--- config.mk ---
export PLATFORM = sky130hd
export DESIGN_NAME = layer_serializer_flat
export DESIGN_NICKNAME = d
export VERILOG_FILES = /design/src/rtl/layer_serializer_pkg.sv /design/src/rtl/layer_serializer_if.sv /design/src/rtl/layer_serializer_argmax_acc.sv /design/src/rtl/layer_serializer.sv /design/src/flat_wrapper.sv
export SDC_FILE = /design/constraint.sdc
export NUM_CORES = 1
export LEC_CHECK = 0
export BUFFER_PORTS_ARGS = -buffer_cell sky130_fd_sc_hd__buf_2
export CAP_MARGIN = 20
export CORE_MARGIN = 2
export CORE_UTILIZATION = 42
export CTS_BUF_LIST = sky130_fd_sc_hd__clkbuf_2 sky130_fd_sc_hd__clkbuf_4 sky130_fd_sc_hd__clkbuf_8
export DETAILED_ROUTE_END_ITERATION = 6
export GPL_TIMING_DRIVEN = 0
export PLACE_DENSITY = 0.77
export SYNTH_ARGS = -nofsm -noshare
export SYNTH_HDL_FRONTEND = slang
export SYNTH_HIERARCHICAL = 1
export SYNTH_SLANG_ARGS = --single-unit
--- constraint.sdc ---
create_clock -name clk -period 16.5 [get_ports clk]
set_input_delay 3.3 -clock clk [delete_from_list [all_inputs] [get_ports clk]]
set_output_delay 3.3 -clock clk [all_outputs]
set_load 0.005 [all_outputs]
--- src/rtl/layer_serializer_pkg.sv ---
// nn_pkg: types and constants shared by the layer serializer slice.
//   DATA_W  : default neuron output word width
//   clog2   : ceiling log2, for constant parameter expressions
//   idx_w   : index width for an NN-word vector (at least 1 bit)
//   state_t : serializer FSM state
package nn_pkg;

  localparam int DATA_W = 16;

  typedef enum logic {IDLE, SHIFT} state_t;

  function automatic int clog2(input int n);
    int r;
    r = 0;
    for (int v = n - 1; v > 0; v = v >> 1) r++;
    return r;
  endfunction

  function automatic int idx_w(input int n);
    return (n > 1) ? clog2(n) : 1;
  endfunction

endpackage

--- src/rtl/layer_serializer_if.sv ---
// layer_serializer_if: bundle between an upstream layer's parallel outputs
// and the serial stream feeding the next layer.
//   layer_valid / layer_data : parallel vector from layer N
//   x_valid / x_out / busy   : serial stream toward layer N+1
//   overflow / partial_err   : sticky error flags
//   max_idx / max_valid      : argmax result (LAYER_SERIALIZER_ARGMAX_EN only)
// Modports: master = upstream/consumer side (testbench), slave = serializer.
interface layer_serializer_if #(
  parameter int NN = 10,
  parameter int DW = 16
);
  import nn_pkg::*;

  localparam int IW = idx_w(NN);

  logic [NN-1:0]    layer_valid;
  logic [NN*DW-1:0] layer_data;
  logic             x_valid;
  logic [DW-1:0]    x_out;
  logic             busy;
  logic             overflow;
  logic             partial_err;
`ifdef LAYER_SERIALIZER_ARGMAX_EN
  logic [IW-1:0]    max_idx;
  logic             max_valid;

  modport master (output layer_valid, layer_data,
                  input  x_valid, x_out, busy, overflow, partial_err,
                  input  max_idx, max_valid);
  modport slave  (input  layer_valid, layer_data,
                  output x_valid, x_out, busy, overflow, partial_err,
                  output max_idx, max_valid);
`else
  modport master (output layer_valid, layer_data,
                  input  x_valid, x_out, busy, overflow, partial_err);
  modport slave  (input  layer_valid, layer_data,
                  output x_valid, x_out, busy, overflow, partial_err);
`endif

endinterface

--- src/rtl/layer_serializer_argmax_acc.sv ---
// layer_argmax_acc: running signed maximum over the serial word stream.
//   clk, rst   : clock, async active-high reset
//   in_valid   : a stream word is on in_data this cycle
//   in_first   : this word is word 0 of a vector (restarts the compare)
//   in_last    : this word is word NN-1 of a vector
//   in_data    : signed stream word
//   in_idx     : index of in_data within its vector
//   max_idx    : index of the largest word, lowest index on ties
//   max_valid  : one-cycle pulse the cycle after the last word
module layer_argmax_acc
  import nn_pkg::*;
#(
  parameter int NN = 10,
  parameter int DW = DATA_W
) (
  input  logic                   clk,
  input  logic                   rst,
  input  logic                   in_valid,
  input  logic                   in_first,
  input  logic                   in_last,
  input  logic signed [DW-1:0]   in_data,
  input  logic [idx_w(NN)-1:0]   in_idx,
  output logic [idx_w(NN)-1:0]   max_idx,
  output logic                   max_valid
);

  localparam int IW = idx_w(NN);

  logic signed [DW-1:0] best_q;
  logic [IW-1:0]        bidx_q;
  logic                 take;
  logic signed [DW-1:0] cand_val;
  logic [IW-1:0]        cand_idx;

  // Strict greater-than keeps the earlier index on ties.
  always_comb begin
    take     = in_first || (in_data > best_q);
    cand_val = take ? in_data : best_q;
    cand_idx = take ? in_idx  : bidx_q;
  end

  always_ff @(posedge clk or posedge rst) begin
    if (rst) begin
      best_q    <= '0;
      bidx_q    <= '0;
      max_idx   <= '0;
      max_valid <= 1'b0;
    end else begin
      max_valid <= in_valid && in_last;
      if (in_valid) begin
        best_q <= cand_val;
        bidx_q <= cand_idx;
        if (in_last) max_idx <= cand_idx;
      end
    end
  end

endmodule

--- src/rtl/layer_serializer.sv ---
// layer_serializer: captures a full NN-word neuron vector when every
// per-neuron valid is high and streams it out one word per clock.
// Optional argmax unit enabled by defining LAYER_SERIALIZER_ARGMAX_EN.
//   clk, rst : clock, async active-high reset
//   bus      : layer_serializer_if.slave (parallel in, serial out, flags)
//
// state | meaning
// IDLE  | no stream; x_valid low, x_out holds last word
// SHIFT | streaming; x_out holds word cnt of the captured vector
module layer_serializer
  import nn_pkg::*;
#(
  parameter int NN        = 10,
  parameter int dataWidth = DATA_W
) (
  input  logic              clk,
  input  logic              rst,
  layer_serializer_if.slave bus
);

  localparam int            IW       = idx_w(NN);
  localparam logic [IW-1:0] LAST_IDX = IW'(NN - 1);

  state_t                     state_q, state_d;
  logic [IW-1:0]              cnt_q, cnt_d;
  logic [NN*dataWidth-1:0]    sr_q, sr_d;
  logic                       x_valid_q, x_valid_d;
  logic [dataWidth-1:0]       x_out_q, x_out_d;
  logic                       overflow_q, overflow_d;
  logic                       partial_q, partial_d;
  logic                       capture, partial_hit, at_last, load;

  assign capture     = &bus.layer_valid;
  assign partial_hit = (|bus.layer_valid) && !capture;
  assign at_last     = (state_q == SHIFT) && (cnt_q == LAST_IDX);
  // A capture is accepted when idle or on the edge that retires the last word.
  assign load        = capture && ((state_q == IDLE) || at_last);

  always_comb begin
    state_d    = state_q;
    cnt_d      = cnt_q;
    sr_d       = sr_q;
    x_valid_d  = 1'b0;
    x_out_d    = x_out_q;
    overflow_d = overflow_q;
    partial_d  = partial_q | partial_hit;

    if (load) begin
      // Word 0 goes straight to x_out; the shift register keeps words 1..NN-1.
      state_d   = SHIFT;
      cnt_d     = '0;
      x_valid_d = 1'b1;
      x_out_d   = bus.layer_data[dataWidth-1:0];
      sr_d      = bus.layer_data >> dataWidth;
    end else if ((state_q == SHIFT) && !at_last) begin
      cnt_d     = cnt_q + 1'b1;
      x_valid_d = 1'b1;
      x_out_d   = sr_q[dataWidth-1:0];
      sr_d      = sr_q >> dataWidth;
      if (capture) overflow_d = 1'b1;
    end else begin
      state_d = IDLE;
    end
  end

  always_ff @(posedge clk or posedge rst) begin
    if (rst) begin
      state_q    <= IDLE;
      cnt_q      <= '0;
      sr_q       <= '0;
      x_valid_q  <= 1'b0;
      x_out_q    <= '0;
      overflow_q <= 1'b0;
      partial_q  <= 1'b0;
    end else begin
      state_q    <= state_d;
      cnt_q      <= cnt_d;
      sr_q       <= sr_d;
      x_valid_q  <= x_valid_d;
      x_out_q    <= x_out_d;
      overflow_q <= overflow_d;
      partial_q  <= partial_d;
    end
  end

  assign bus.x_valid     = x_valid_q;
  assign bus.x_out       = x_out_q;
  assign bus.busy        = x_valid_q;
  assign bus.overflow    = overflow_q;
  assign bus.partial_err = partial_q;

`ifdef LAYER_SERIALIZER_ARGMAX_EN
  // cnt_q is the index of the word currently on x_out.
  layer_argmax_acc #(
    .NN (NN),
    .DW (dataWidth)
  ) u_argmax (
    .clk       (clk),
    .rst       (rst),
    .in_valid  (x_valid_q),
    .in_first  (cnt_q == '0),
    .in_last   (cnt_q == LAST_IDX),
    .in_data   (x_out_q),
    .in_idx    (cnt_q),
    .max_idx   (bus.max_idx),
    .max_valid (bus.max_valid)
  );
`endif

endmodule

--- src/flat_wrapper.sv ---
// flat-port wrapper written by rule: the top's interface ports become plain ports
module layer_serializer_flat import nn_pkg::*;
#(
  parameter int NN        = 10,
  parameter int dataWidth = DATA_W
)
  (clk, rst, bus_layer_valid, bus_layer_data, bus_x_valid, bus_x_out, bus_busy, bus_overflow, bus_partial_err);
  layer_serializer_if #(.NN(NN), .DW((16))) bus_i ();
  input  logic clk;
  input  logic rst;
  input wire logic [$bits(bus_i.layer_valid)-1:0] bus_layer_valid;
  input wire logic [$bits(bus_i.layer_data)-1:0] bus_layer_data;
  output wire logic [$bits(bus_i.x_valid)-1:0] bus_x_valid;
  output wire logic [$bits(bus_i.x_out)-1:0] bus_x_out;
  output wire logic [$bits(bus_i.busy)-1:0] bus_busy;
  output wire logic [$bits(bus_i.overflow)-1:0] bus_overflow;
  output wire logic [$bits(bus_i.partial_err)-1:0] bus_partial_err;
  assign bus_i.layer_valid = bus_layer_valid;
  assign bus_i.layer_data = bus_layer_data;
  assign bus_x_valid = bus_i.x_valid;
  assign bus_x_out = bus_i.x_out;
  assign bus_busy = bus_i.busy;
  assign bus_overflow = bus_i.overflow;
  assign bus_partial_err = bus_i.partial_err;
  layer_serializer #(.NN(NN), .dataWidth(dataWidth)) u_core (.clk(clk), .rst(rst), .bus(bus_i));
endmodule
=== Word-level counts from Yosys, hierarchy flattened ===
Cells that the tools add are included.

* Register bits: 184
* Input bits: 172
* Output and inout bits: 20

* $add $sub $neg: 1
* Eq/ne operators: 2
* Muxes and demuxes: 10
* Bitwise operators: 3
* Reductions and logical operators: 11

{| class="wikitable"
|+ Operator list
! operator !! number
|-
| $mux W160 || 2
|-
| $mux W16 || 2
|-
| $reduce_and A12 Y1 || 1
|-
| $reduce_and A10 Y1 || 1
|-
| $reduce_or A10 Y1 || 1
|-
| $mux W4 || 2
|-
| $add A4 B1 Y4 const B || 1
|-
| $eq A4 B4 Y1 const B || 1
|-
| $logic_and A1 B1 Y1 || 4
|-
| $mux W1 || 4
|-
| $logic_not A1 Y1 || 2
|-
| $ne A2 B1 Y1 const B || 1
|-
| $not A1 Y1 || 2
|-
| $reduce_bool A2 Y1 || 1
|-
| $logic_or A1 B1 Y1 || 1
|-
| $or A1 B1 Y1 || 1
|}

=== Depth between registers and ports, before layout ===
* Word-level depth: 6
* Mapped depth: 8

=== Worst setup path after synthesis ===
Ideal clock, no wire load.

* Path type: in2reg
* Start: input port bus_layer_valid[4]
* End: register u_core.overflow_q, in the netlist u_core/bus.overflow
* Setup time: 118 ps
* Arrival time: 4261 ps
* Data required time: 16382 ps
* Path slack: 12121 ps
* Cell stages on the path: 6
* Buffers on the path: 3
* Path through: and4_1 and4_1 buf_2 buf_6 buf_2 a21o_1

* Word-level cells in the longest chain between the ends: 4

{| class="wikitable"
|+ Ends and longest elaborated chain
! element !! RTL line !! text
|-
| start, declared || flat_wrapper.sv:11 || <nowiki>input wire logic [$bits(bus_i.layer_valid)-1:0] bus_layer_valid;</nowiki>
|-
| $reduce_and A10 Y1 || layer_serializer.sv:33 || <nowiki>assign capture = &bus.layer_valid;</nowiki>
|-
| $logic_and A1 B1 Y1 || layer_serializer.sv:37 || <nowiki>assign load = capture && ((state_q == IDLE) || at_last);</nowiki>
|-
| $not A1 Y1 (no source line) || -- ||
|-
| $reduce_and A12 Y1 (no source line) * || -- ||
|-
| end signal, assigned || layer_serializer.sv:81 || <nowiki>overflow_q <= overflow_d;</nowiki>
|-
| end, declared || layer_serializer.sv:29 || <nowiki>logic overflow_q, overflow_d;</nowiki>
|}

Mark *: on every way between the ends. The rest lies on a longest branch, timed or not.
A chain may end at the register's enable or synchronous reset.

=== Worst setup path in the final report ===
* Start: input port bus_layer_valid[4]
* End: register u_core.x_out_q[5], in the netlist u_core/bus.x_out[5]

* Word-level cells in the longest chain between the ends: 3
* Elaborated cells between the ends (all ways): 4
* Those cells by class: 1 x mux; 3 x reduce/logical

{| class="wikitable"
|+ Ends and longest elaborated chain
! element !! RTL line !! text
|-
| $reduce_and A10 Y1 * || layer_serializer.sv:33 ||
|-
| $logic_and A1 B1 Y1 * || layer_serializer.sv:37 ||
|-
| $mux W16 or $reduce_bool A2 Y1 (tied branches) || -- ||
|-
| end signal, assigned || layer_serializer.sv:80 || <nowiki>x_out_q <= x_out_d;</nowiki>
|-
| end, declared || layer_serializer.sv:28 || <nowiki>logic [dataWidth-1:0] x_out_q, x_out_d;</nowiki>
|}

Marks and branches as above.

==> flow_summary.yaml <==
synthesis:
  synthesis.nets: 1068
  ys_types: 23
  ys.flop_type: "dfrtp_1"
  ys_ff_latch: 168
  synthCells: 894
  async_flop_share_pct: 100
  syn_area_um2: 7450
  synth_edf_count: 0
  yosys.area.top_type: "dfrtp_1"
  synth_area_leaders: "dfrtp_1 (56%), nand2_1 (16%), a31oi_1 (12%)"
  syn-mean-instance-area_um2: 8.34
  synthTopCellsByCount: "nand2_1 (323), dfrtp_1 (168), a31oi_1 (145), nor2_1 (145), clkbuf_1 (32)"
  yosysSeqAreaShare_pct: 56.4
  yosysMostFrequentCell: "nand2_1"
  synth_top_area_share_pct: 56.4
  yosys_warnings: 6
floorplan:
  rows: 48
  io_pins: 192
  dieHeight_um: 137
  core_region_area_um2: 17300
  die-area_um2: 18800
  start_util_pct: 43.1
  fp.dieW_um: 137
grt:
  grt_pass1_wl_um: 33400
  grt_usage_pct: 23.3
  grt-ovfl-total: 0
  grt_pass1_vias: 6766
  antenna_found_initial: 8
  grt_max_degree: 135
timing:
  setup_tns_ns: 0
  rsz0062_at_grt: "no"
  tightestPinTransition_ns: 0.666
  whs_ns: 0.460
  final-hold-violation-count: 0
  max_freq_mhz: 221
  finalCritPeriodShare_pct: 27.5
  fin_skew_ns: 0.0136
  setup_viol: 0
  slew_headroom_pct: 55.6
  slew_viol_final: 0
  fin_crit_ns: 4.53
cells_and_area:
  fin_nets: 1279
  final_util_pct: 53.1
  syn_to_final_growth_pct: 23.2
  multiInputGateArea_um2: 2910
  nFillCells: 1602
  seqCellArea_um2: 4200
  drive_above_1_share_pct: 22.7
  layout.cells.non_filler: 1349
  final_area_um2: 9190
flow_run:
  cap_violations: 0
cts:
  clkTransAtPathRegs_ns: 0.08
  htree_levels: 4
  clock_latency_ns: 0.46
  cts_buffer_depth: 2
  ctsHoldBuffers: 0
  cts.sinks: 168
  cts_tree: "yes"
  cts_resized: 0
  cts_setup_buffers: 0
  root_buffer: "clkbuf_8"
  cts_buffers: 17
hold_path:
  worst_hold_path_type: "register to register"
  min_path_cells: 1
  whs_endpoint: "u_core/bus.partial_err"
  hold_path_startpoint: "u_core/bus.partial_err"
placed_design:
  dp.cells: 1311
  placed_area_um2: 8730
  dpl.hpwl_um: 16500
  numPortBuffers: 191
  gp_congestion: 0.861
routing:
  final_antenna_net_count: 0
  totalWireLength_um: 21600
  routed_via_density: 5.14
  drt_iter0_markers: 475
  drc: 0
  first_pass_iters: 5
  route.vias.total: 6932
  wire_per_inst_um: 16.0
critical_path:
  required_ns: 16.87
  critical_path.reg2reg.endpoint: "u_core/bus.x_out[10]"
  critical_path_class: "input pin to register"
  crit_fanout: 10
  cp-start-kind: "input pin"
  rr_startpoint: "u_core/cnt_q[1]"
  cp.arrival_ns: 4.91
  endpoint_kind: "register"
  ff2ff_setup_slack_ns: 14.30
  reg2reg_depth: 8
run_status:
  status: "finished clean"
power:
  ir_worst_vdd_uv: 54.7
  p_per_area_nw_per_um2: 86.6
  p_leak_nw: 4.75
[cell families after synthesis]
family,synth area share [%]
buffers and inverters,4.55
flip-flops,56.4
AO/OA/AOI/OAI,14.0
adder cells (fa/ha/maj),0.336
AND/OR/NAND/NOR,24.7
[worst max path at each step]
stage | startpoint | to | slack [ns] | cells after the start
3_5_place_dp | bus_layer_valid[4] | u_core/bus.x_out[7] | 11.51 | 7
5_1_grt | bus_layer_valid[4] | u_core/bus.x_out[5] | 11.90 | 7
3_3_place_gp | rst | u_core/sr_q[8] | 6.82 | 2
4_1_cts | bus_layer_valid[4] | u_core/bus.x_out[7] | 12.00 | 7
2_1_floorplan | rst | u_core/bus.busy | 8.65 | 1
6_report | bus_layer_valid[4] | u_core/bus.x_out[5] | 11.97 | 7
[critical path: stages]
cell and delay (ns):
buf_2 0.10, and4_1 0.20, nand4_1 0.19, buf_2 0.31, clkbuf_1 0.48, nand2_1 0.13
a31oi_1 0.18
[state kept, by name, summed over array words and instances (netlist names)]
| register | count |
|---|---|
| u_core/sr_q | 144 |
| u_core/bus.busy | 1 |
| u_core/state_q | 1 |
| u_core/bus.overflow | 1 |
| u_core/bus.partial_err | 1 |
| u_core/bus.x_out | 16 |
| u_core/cnt_q | 4 |
[power by group]
group | switching (mW) | internal, mW | total [mW] | leakage [nW]
combinational | 0.0217 | 0.0215 | 0.0432 | 2.21
sequential | 0.00559 | 0.421 | 0.426 | 2.32
clock | 0.149 | 0.177 | 0.326 | 0.224
[through the flow]
step / power, mW / worst slack (ns)
2_1_floorplan: 0.449 / 8.65
3_3_place_gp: 0.476 / 6.82
3_5_place_dp: 0.478 / 11.51
4_1_cts: 0.801 / 12.00
6_report: 0.796 / 11.97
5_1_grt: 0.822 / 11.90
[final cells by class]
type | count | share of cell area (%)
antenna | 7 | 0.191
buffer | 71 | 3.61
clock buffer | 22 | 3.02
clock inverter | 9 | 1.80
inverter | 2 | 0.163
multi-input combinational | 653 | 31.7
sequential | 168 | 45.8
tap | 225 | 3.06
timing repair buffer | 192 | 10.7
[cells in the final DEF, fill, tap and decap left out, types with 4 or more instances in the layout]
| cell | synthesis | final |
|---|---|---|
| buf_4 | 9 | 9 |
| nor2_1 | 145 | 145 |
| a21oi_1 | 17 | 17 |
| clkbuf_8 | 0 | 18 |
| buf_2 | 19 | 210 |
| nand2_1 | 323 | 323 |
| buf_1 | 10 | 10 |
| clkbuf_4 | 0 | 4 |
| diode_2 | 0 | 7 |
| bufinv_16 | 0 | 4 |
| dfrtp_1 | 168 | 168 |
| a31oi_1 | 145 | 145 |
| clkbuf_1 | 32 | 32 |
[metal layers]
layer | vias to the layer above | wire length, um | GRT usage (%) | part of all wire [%]
li1 | 3422 | - | - | -
met1 | 3208 | 8900 | 28.6 | 41
met2 | 258 | 10400 | 39.9 | 48
met3 | 40 | 1820 | 6.22 | 8.4
met4 | 4 | 474 | 7.67 | 2.2
met5 | - | 29 | 0 | 0.13
Note: power is estimated with default switching activity, not from simulation.
